<file path="config.mk">
export PLATFORM = sky130hd
export DESIGN_NAME = simon_key_sched
export DESIGN_NICKNAME = d
export VERILOG_FILES = /design/src/rtl/simon_key_sched.sv
export SDC_FILE = /design/constraint.sdc
export NUM_CORES = 1
export LEC_CHECK = 0
export ABC_AREA = 0
export CAP_MARGIN = 20
export CORE_ASPECT_RATIO = 1.75
export CORE_MARGIN = 10
export CORE_UTILIZATION = 40
export CTS_CLUSTER_SIZE = 24
export DETAILED_ROUTE_END_ITERATION = 12
export GPL_TIMING_DRIVEN = 0
export MAX_ROUTING_LAYER = met4
export SLEW_MARGIN = 20
export SYNTH_ARGS = -nofsm -noshare
export SYNTH_HDL_FRONTEND = slang
export SYNTH_SLANG_ARGS = --single-unit
</file>
<file path="constraint.sdc">
create_clock -name clk -period 11.9 [get_ports clk]
set_input_delay 1.19 -clock clk [delete_from_list [all_inputs] [get_ports clk]]
set_output_delay 1.19 -clock clk [all_outputs]
set_load 0.005 [all_outputs]
</file>
<file path="src/rtl/simon_key_sched.sv">
// simon_key_sched: Simon 128/256 key-expansion writer.
// Expands a 256-bit master key into 72 round keys, one per clock, and
// streams them into the round-key RAM at address = round index.
module simon_key_sched #(
  parameter int          NKEYS = 72,
  parameter logic [61:0] Z4    = 62'b11010001111001101011011000100000010111000011001010010011101111
) (
  input  logic         clk,
  input  logic         res,
  input  logic         start,
  input  logic [255:0] key_in,
  output logic         we,
  output logic [6:0]   wr_adr,
  output logic [63:0]  wr_data,
  output logic         busy,
  output logic         done
);

  typedef enum logic [2:0] {
    IDLE = 3'b001,
    GEN  = 3'b010,
    FIN  = 3'b100
  } state_t;

  state_t      state_q, state_d;
  logic [63:0] r0_q, r1_q, r2_q, r3_q;
  logic [63:0] r0_d, r1_d, r2_d, r3_d;
  logic [6:0]  cnt_q, cnt_d;
  logic [5:0]  zIdx_q, zIdx_d;
  logic        we_q, we_d;
  logic        busy_q, busy_d;
  logic        done_q, done_d;
  logic [6:0]  adr_q, adr_d;
  logic [63:0] data_q, data_d;

  logic        zBit;
  logic [63:0] rotMix;
  logic [63:0] tMix;
  logic [63:0] newWord;

  // Round-constant bit and next schedule word. z[j] is the j-th character
  // from the left of Z4, so it lives at bit 61-j. zIdx tracks cnt mod 62.
  always_comb begin
    zBit    = Z4[6'd61 - zIdx_q];
    rotMix  = {r3_q[2:0], r3_q[63:3]} ^ r1_q;
    tMix    = rotMix ^ {rotMix[0], rotMix[63:1]};
    newWord = ~r0_q ^ tMix ^ 64'h3 ^ {63'b0, zBit};
  end

  // Next-state, datapath and registered-output decode. Outputs are computed
  // for the cycle that follows the edge, so each write appears from flops.
  always_comb begin
    state_d = state_q;
    r0_d    = r0_q;
    r1_d    = r1_q;
    r2_d    = r2_q;
    r3_d    = r3_q;
    cnt_d   = cnt_q;
    zIdx_d  = zIdx_q;
    we_d    = 1'b0;
    busy_d  = 1'b0;
    done_d  = 1'b0;
    adr_d   = 7'd0;
    data_d  = 64'd0;

    unique case (state_q)
      IDLE, FIN: begin
        if (start) begin
          r0_d    = key_in[63:0];
          r1_d    = key_in[127:64];
          r2_d    = key_in[191:128];
          r3_d    = key_in[255:192];
          cnt_d   = 7'd0;
          zIdx_d  = 6'd0;
          state_d = GEN;
          we_d    = 1'b1;
          busy_d  = 1'b1;
          adr_d   = 7'd0;
          data_d  = key_in[63:0];
        end else if (state_q == FIN) begin
          done_d = 1'b1;
        end
      end
      GEN: begin
        r0_d   = r1_q;
        r1_d   = r2_q;
        r2_d   = r3_q;
        r3_d   = newWord;
        cnt_d  = cnt_q + 7'd1;
        zIdx_d = (zIdx_q == 6'd61) ? 6'd0 : zIdx_q + 6'd1;
        if (cnt_q == 7'(NKEYS - 1)) begin
          state_d = FIN;
          done_d  = 1'b1;
        end else begin
          we_d   = 1'b1;
          busy_d = 1'b1;
          adr_d  = cnt_q + 7'd1;
          data_d = r1_q;
        end
      end
      default: begin
        state_d = IDLE;
      end
    endcase
  end

  // State, datapath and output flops; reset clears everything at once so
  // an abort mid-expansion drops we without waiting for a clock edge.
  always_ff @(posedge clk or posedge res) begin
    if (res) begin
      state_q <= IDLE;
      r0_q    <= 64'd0;
      r1_q    <= 64'd0;
      r2_q    <= 64'd0;
      r3_q    <= 64'd0;
      cnt_q   <= 7'd0;
      zIdx_q  <= 6'd0;
      we_q    <= 1'b0;
      busy_q  <= 1'b0;
      done_q  <= 1'b0;
      adr_q   <= 7'd0;
      data_q  <= 64'd0;
    end else begin
      state_q <= state_d;
      r0_q    <= r0_d;
      r1_q    <= r1_d;
      r2_q    <= r2_d;
      r3_q    <= r3_d;
      cnt_q   <= cnt_d;
      zIdx_q  <= zIdx_d;
      we_q    <= we_d;
      busy_q  <= busy_d;
      done_q  <= done_d;
      adr_q   <= adr_d;
      data_q  <= data_d;
    end
  end

  assign we      = we_q;
  assign wr_adr  = adr_q;
  assign wr_data = data_q;
  assign busy    = busy_q;
  assign done    = done_q;

endmodule

</file>
==> metrics, run 1 <==
drt wl/cell=roughly 22 um; worst path buffer plus inverter count=4; clk sinks=roughly 350; Syn Inst Count=just under 2k; DRC=0; Non-Filler Instances=2,878; Pins Over Slew Limit=0; endpoint class of the critical path=flip-flop; Period minus WS final=3320 ps; CTS Buffer Depth=3; CP peak stage delay=530 ps; Max Cap Viol=0; critical path class=primary input to flip-flop; setup fix buffers added after clock tree synthesis=0; count of final hold-check violations=0; post_cts resized=0; synth warn=0; IO buf count=332; Hold/Removal Path Class=flip-flop to flip-flop; CP arrival=approximately 3800 ps; CTS tree=yes; first-pass GRT wire length=about 96,000 um; Worst-path clk slew=60 ps; Worst Skew=about 15 ps; Routed WL=roughly 64,000 um; most frequent cells in the layout=nand2_1 (526), dfrtp_1 (344), clkdlybuf4s50_1 (332); vias in the first global route=about 16k; Initial DRC Count=around 1.4k; Synth Register Bits=~350; cells along the critical path=clkdlybuf4s50_1 -> nand2b_1 -> nand2b_1 -> clkbuf_1 -> buf_2 -> clkbuf_1 -> nand2_1 -> a31oi_1; pwr dens=~300 nW/um^2; Syn-to-layout area delta=32.2%; part of the Yosys area used for sequential elements=between 50% and 60%; syn avg cell area=about 8.6 sq um; Worst setup SP type=primary input; RSZ-0062 raised after global routing=false; share of cells above drive strength 1=under 10%; post-DR vias/cell=5.33; die height=roughly 290 um; starting density of the core=between 40% and 50%; Hold WS=approximately 530 ps; commonest non-fill, non-tap cell in the layout=nand2_1; syn_nets=approximately 2.2k; Largest delay share family, worst path=buffers and inverters; Core ar.=41,000 sq um; Inst Count DP=between 2k and 3k; CP required=about 12,000 ps; full die area=roughly 50,000 sq um; status=finished clean; worst vdd ir=roughly 0.00014 V; maximum clock frequency=approximately 0.30 GHz; GRT Residual Overflow=0; final setup vio count=0; CTS Hold Bufs=0; Least-Margin Pin Slew=just over 1000 ps; DRT Pass-1 Iters=5; cts bufs inserted=36; number of H-tree levels=2; # rows=a little under 100; I/O Pins=~330; period utilisation layout=roughly 28%; largest net degree at the start of global routing=98; Slew Limit Headroom=31.9%; GRT Overall Usage=approximately 26%; Multi-input gate area=approximately 7000 sq um; Final ANT Viol Nets=0; initial antenna violation count=2; slowest cell on the critical path=clkbuf_1; clk root buf=clkbuf_16; worst skew pair latency=540 ps; fillers=3,861; FF+latch area=8630 sq um; DR vias=around 15k; Die X=~170 um; Placer Congestion=0.933; Distinct cells, synth=31; Cell Area, Synth=~17,000 sq um; nets=2,569; Leakage=~9.7 nW; post-DP HPWL=48,200 um; crit path max fanout=10
-- worst reg2reg max path, stage by stage (launching register included) --
cell,delay [ps]
dfstp_2,510
buf_2,160
xor2_1,90
nand2b_1,70
clkbuf_1,530
buf_2,480
clkbuf_1,530
nand2_1,150
a31oi_1,210
-- layer usage --
layer	vias to the layer above	wire length, um	global-route usage (%)
met4	0	2750	11.4
met2	653	33300	44.6
li1	7045	-	-
met3	144	3600	3.75
met5	-	0	-
met1	7491	24600	28.6
-- through the flow --
step	setup slack (ps)	setup TNS, ps	total power [W]	cell area, sq um	utilization [%]
floorplan	1150	0	0.00438	16600	-
global placement	-3490	-1180790	0.00539	20600	50.3
detailed placement	8060	0	0.00545	20700	50.5
CTS	8580	0	0.00669	21900	53.5
global route	8520	0	0.00714	21900	53.6
finish	8580	0	0.00669	21900	53.6
-- worst paths after layout --
check                                            start                    end  slack (ps)  cells after the start
worst max-delay path                             start   r0_q[11]$_DFFE_PP0P_        8580                      8
worst min-delay path              cnt_q[6]$_DFFE_PP0P_   cnt_q[6]$_DFFE_PP0P_         530                      1
worst max register to register  state_q[0]$_DFFE_PP1P_   r0_q[11]$_DFFE_PP0P_        9080                      8
worst min register to register    cnt_q[6]$_DFFE_PP0P_   cnt_q[6]$_DFFE_PP0P_         530                      1
max in group asynchronous                          res  wr_data[11]$_DFF_PP0_        9390                      4
min in group asynchronous                          res   r1_q[38]$_DFFE_PP0P_        1140                      2
-- sequential cells by signal, summed over array words and instances, names as in the netlist --
register and flops:
r0_q 64, r1_q 64, r2_q 64, r3_q 64, wr_data 64, cnt_q 7, wr_adr 7, zIdx_q 6
state_q 3, busy 1, done 1
-- cell families (layout without fill, tap and decap cells) --
family | Yosys count | in the layout | share of synthesized area (%)
compound gates | 351 | 351 | 12.7
xor+xnor | 202 | 202 | 10.8
fa+ha+maj | 9 | 9 | 0.679
buf+inv | 196 | 594 | 4.74
flops | 345 | 345 | 52.0
mux | 2 | 2 | 0.196
other cells | 0 | 2 | 0
simple gates | 823 | 823 | 18.9
-- where the power goes --
| part | internal, W | switching (W) |
|---|---|---|
| logic | 0.00143 | 0.00179 |
| registers | 0.00175 | 0.000500 |
| clock network | 0.000714 | 0.000502 |
| total | 0.00389 | 0.00279 |
-- cells in the mapped netlist, drive strengths merged --
cell    number  area share [%]
a22o         1           0.053
nand2      526              12
inv         68             1.5
ha           9            0.68
nand3       11            0.33
dfrtp      344              52
nor4b        1           0.053
clkbuf      82             1.9
a211oi       2           0.090
and3         3            0.11
buf         46             1.3
and2         2           0.075
or2          1           0.038
or3          1           0.038
mux2i        1           0.060
o31ai        2           0.090
a31oi      255             9.6
nor2b        2           0.075
xnor2      134             7.1
dfstp        1            0.16
o21ai       80             2.4
nand2b       4            0.15
xor2        68             3.7
nor2       272             6.2
mux4         1            0.14
a21o         3            0.14
a21oi        7            0.21
o22a         1           0.053
-- final cells by class --
class / count / area share [%]
clock buffers: 52 / 4.89
well taps: 550 / 3.14
repair buffers: 335 / 15.5
flip-flops and latches: 345 / 39.4
inverters: 68 / 1.20
clock inverters: 11 / 0.724
multi-input cells: 1387 / 32.7
plain buffers: 128 / 2.42
diodes: 2 / 0.0228
Power figures use the tool's default switching activity.
==> run 2: changes to the inputs <==
- PLACE_DENSITY: not set -> 0.67
- clock period: 11.9 -> 2.81 ns (I/O delays scaled with it)
==> run 2 against run 1 <==
Compared with the run above:
- utilization increased by 0.53 points
- register-to-register slack worse by 9000 ps
- sequential share of layout area fell by 0.38 points
- first-iteration DRC count is 5.0% higher
- critical path type is now flip-flop to flip-flop
- cell area up 0.98%
- largest power group unchanged
- die area did not move
- count of clock-buffer cells in the layout shrank 8
==> metrics, run 2 (synthesis gave the netlist of run 1 again) <==
initial antenna violation count=2; CP arrival=3080 ps; slowest cell on the critical path=clkbuf_1; Sw Ratio=41.6%; Hold/Removal Path Class=primary input to asynchronous set/reset pin; GRT Overall Usage=about a quarter; GRT Residual Overflow=0; CP required=3200 ps; # rows=a little under 100; CTS Hold Bufs=0; Worst Skew=15.6 ps; endpoint class of the critical path=flip-flop; post-DR vias/cell=around 5.4; largest net degree at the start of global routing=35; Period minus WS final=around 2700 ps; most frequent cells in the layout=nand2_1 (526), dfrtp_1 (344), clkdlybuf4s50_1 (332); Initial DRC Count=about 1.5k; starting density of the core=40.5%; final setup vio count=0; drt wl/cell=around 22 um; Syn-to-layout area delta=33.5%; Die X=174 um; Pins Over Slew Limit=0; cells along the critical path=nand2b_1 -> nor2_1 -> nand2_1 -> clkbuf_1 -> o21ai_0; combinational power share=around half; Clk pwr share=a little under a fifth; worst path buffer plus inverter count=1; pwr dens=between 1000 and 1500 nW/um^2; worst slack at placement=-127 ps; CTS Buffer Depth=3; Switching Power=between 0.01 and 0.015 W; IO buf count=~330; vias in the first global route=about 16k; Least-Margin Pin Slew=1110 ps; I/O Pins=333; critical path class=flip-flop to flip-flop; worst skew pair latency=530 ps; clk root buf=clkbuf_16; maximum clock frequency=0.371 GHz; RSZ-0062 raised after global routing=false; Worst-path clk slew=70 ps; status=finished clean; Internal=0.0165 W; Worst setup SP type=flip-flop; worst vdd ir=a little over 0.0005 V; post-DP HPWL=48,100 um; crit path max fanout=10; Tot Pwr=between 0.02 and 0.03 W; post_cts resized=1; setup ws final=115 ps; count of final hold-check violations=0; Max Cap Viol=0; share of cells above drive strength 1=under 10%; commonest non-fill, non-tap cell in the layout=nand2_1; Non-Filler Instances=between 2k and 3k; clk sinks=between 300 and 400; DRT Pass-1 Iters=6; CTS tree=yes; Placer Congestion=around 0.94; Core ar.=approximately 40,000 sq um; Largest delay share family, worst path=simple AND/OR/NAND/NOR gates; Routed WL=~63,000 um; CP peak stage delay=560 ps; number of H-tree levels=2; period utilisation layout=a little over nine tenths; first-pass GRT wire length=about 95,000 um; DR vias=approximately 15k; setup fix buffers added after clock tree synthesis=0; Slew Limit Headroom=about a quarter; nets=2,577; cts bufs inserted=35; Final Core Density=54.1%; DRC=0; full die area=between 50,000 and 60,000 sq um; sequential share of power=about 34%; Leakage=between 9 and 10 nW; die height=between 200 and 300 um; Inst Count DP=~2.8k; Final ANT Viol Nets=0
==> run 2: changes by cell type in the layout (fill, tap and decap cells not counted), moves of 4 or more <==
cell | previous run | this run
buf_12 | 0 | 8
clkbuf_1 | 88 | 77
clkbuf_2 | 0 | 9
clkbuf_8 | 9 | 2
clkinv_2 | 6 | 10
==> run 2: power groups by stage <==
| stage | Clock, W | Combinational [W] | Sequential (W) |
|---|---|---|---|
| 6_report | 0.00512 | 0.0137 | 0.00951 |
| 2_1_floorplan | 0 | 0.00963 | 0.00891 |
| 3_5_place_dp | 0 | 0.0135 | 0.00951 |
| 3_3_place_gp | 0 | 0.0132 | 0.00946 |
| 5_1_grt | 0.00537 | 0.0151 | 0.00975 |
| 4_1_cts | 0.00518 | 0.0137 | 0.00946 |
==> run 2: routing by layer <==
layer | global-route usage, % | share of wire, %
met4 | 15.2 | 6.3
met5 | - | 0
met3 | 4.37 | 6.1
met2 | 42.8 | 51
met1 | 27.1 | 37
==> run 2: worst paths after layout <==
| kind | slack (ps) | end | startpoint | cells after the start |
|---|---|---|---|---|
| max in group asynchronous | 1120 | r2_q[5]$_DFFE_PP0P_ | res | 8 |
| worst max-delay path | 110 | wr_data[14]$_DFF_PP0_ | state_q[2]$_DFFE_PP0P_ | 5 |
| worst min register to register | 520 | wr_adr[0]$_DFF_PP0_ | cnt_q[0]$_DFFE_PP0P_ | 1 |
| worst max register to register | 110 | wr_data[14]$_DFF_PP0_ | state_q[2]$_DFFE_PP0P_ | 5 |
| min in group clk | 310 | r2_q[63]$_DFFE_PP0P_ | key_in[191] | 3 |
| worst min-delay path | 130 | wr_data[45]$_DFF_PP0_ | res | 2 |
==> run 2: metrics by stage <==
stage | area [sq um] | setup TNS (ps) | hold WS [ps]
floorplan | 16600 | -718640 | 417
global placement | 20600 | -1545090 | 495
detailed placement | 20900 | -2550 | 507
CTS | 22100 | 0 | 112
global route | 22100 | 0 | 151
finish | 22100 | 0 | 125
==> run 2: layout make-up <==
class | count | area, sq um
diodes | 2 | 5.00
plain buffers | 127 | 539
clock buffers | 44 | 972
clock inverters | 19 | 255
fillers | 3802 | 18800
inverters | 68 | 259
multi-input cells | 1387 | 7170
flip-flops and latches | 345 | 8630
well taps | 550 | 688
repair buffers | 345 | 3620
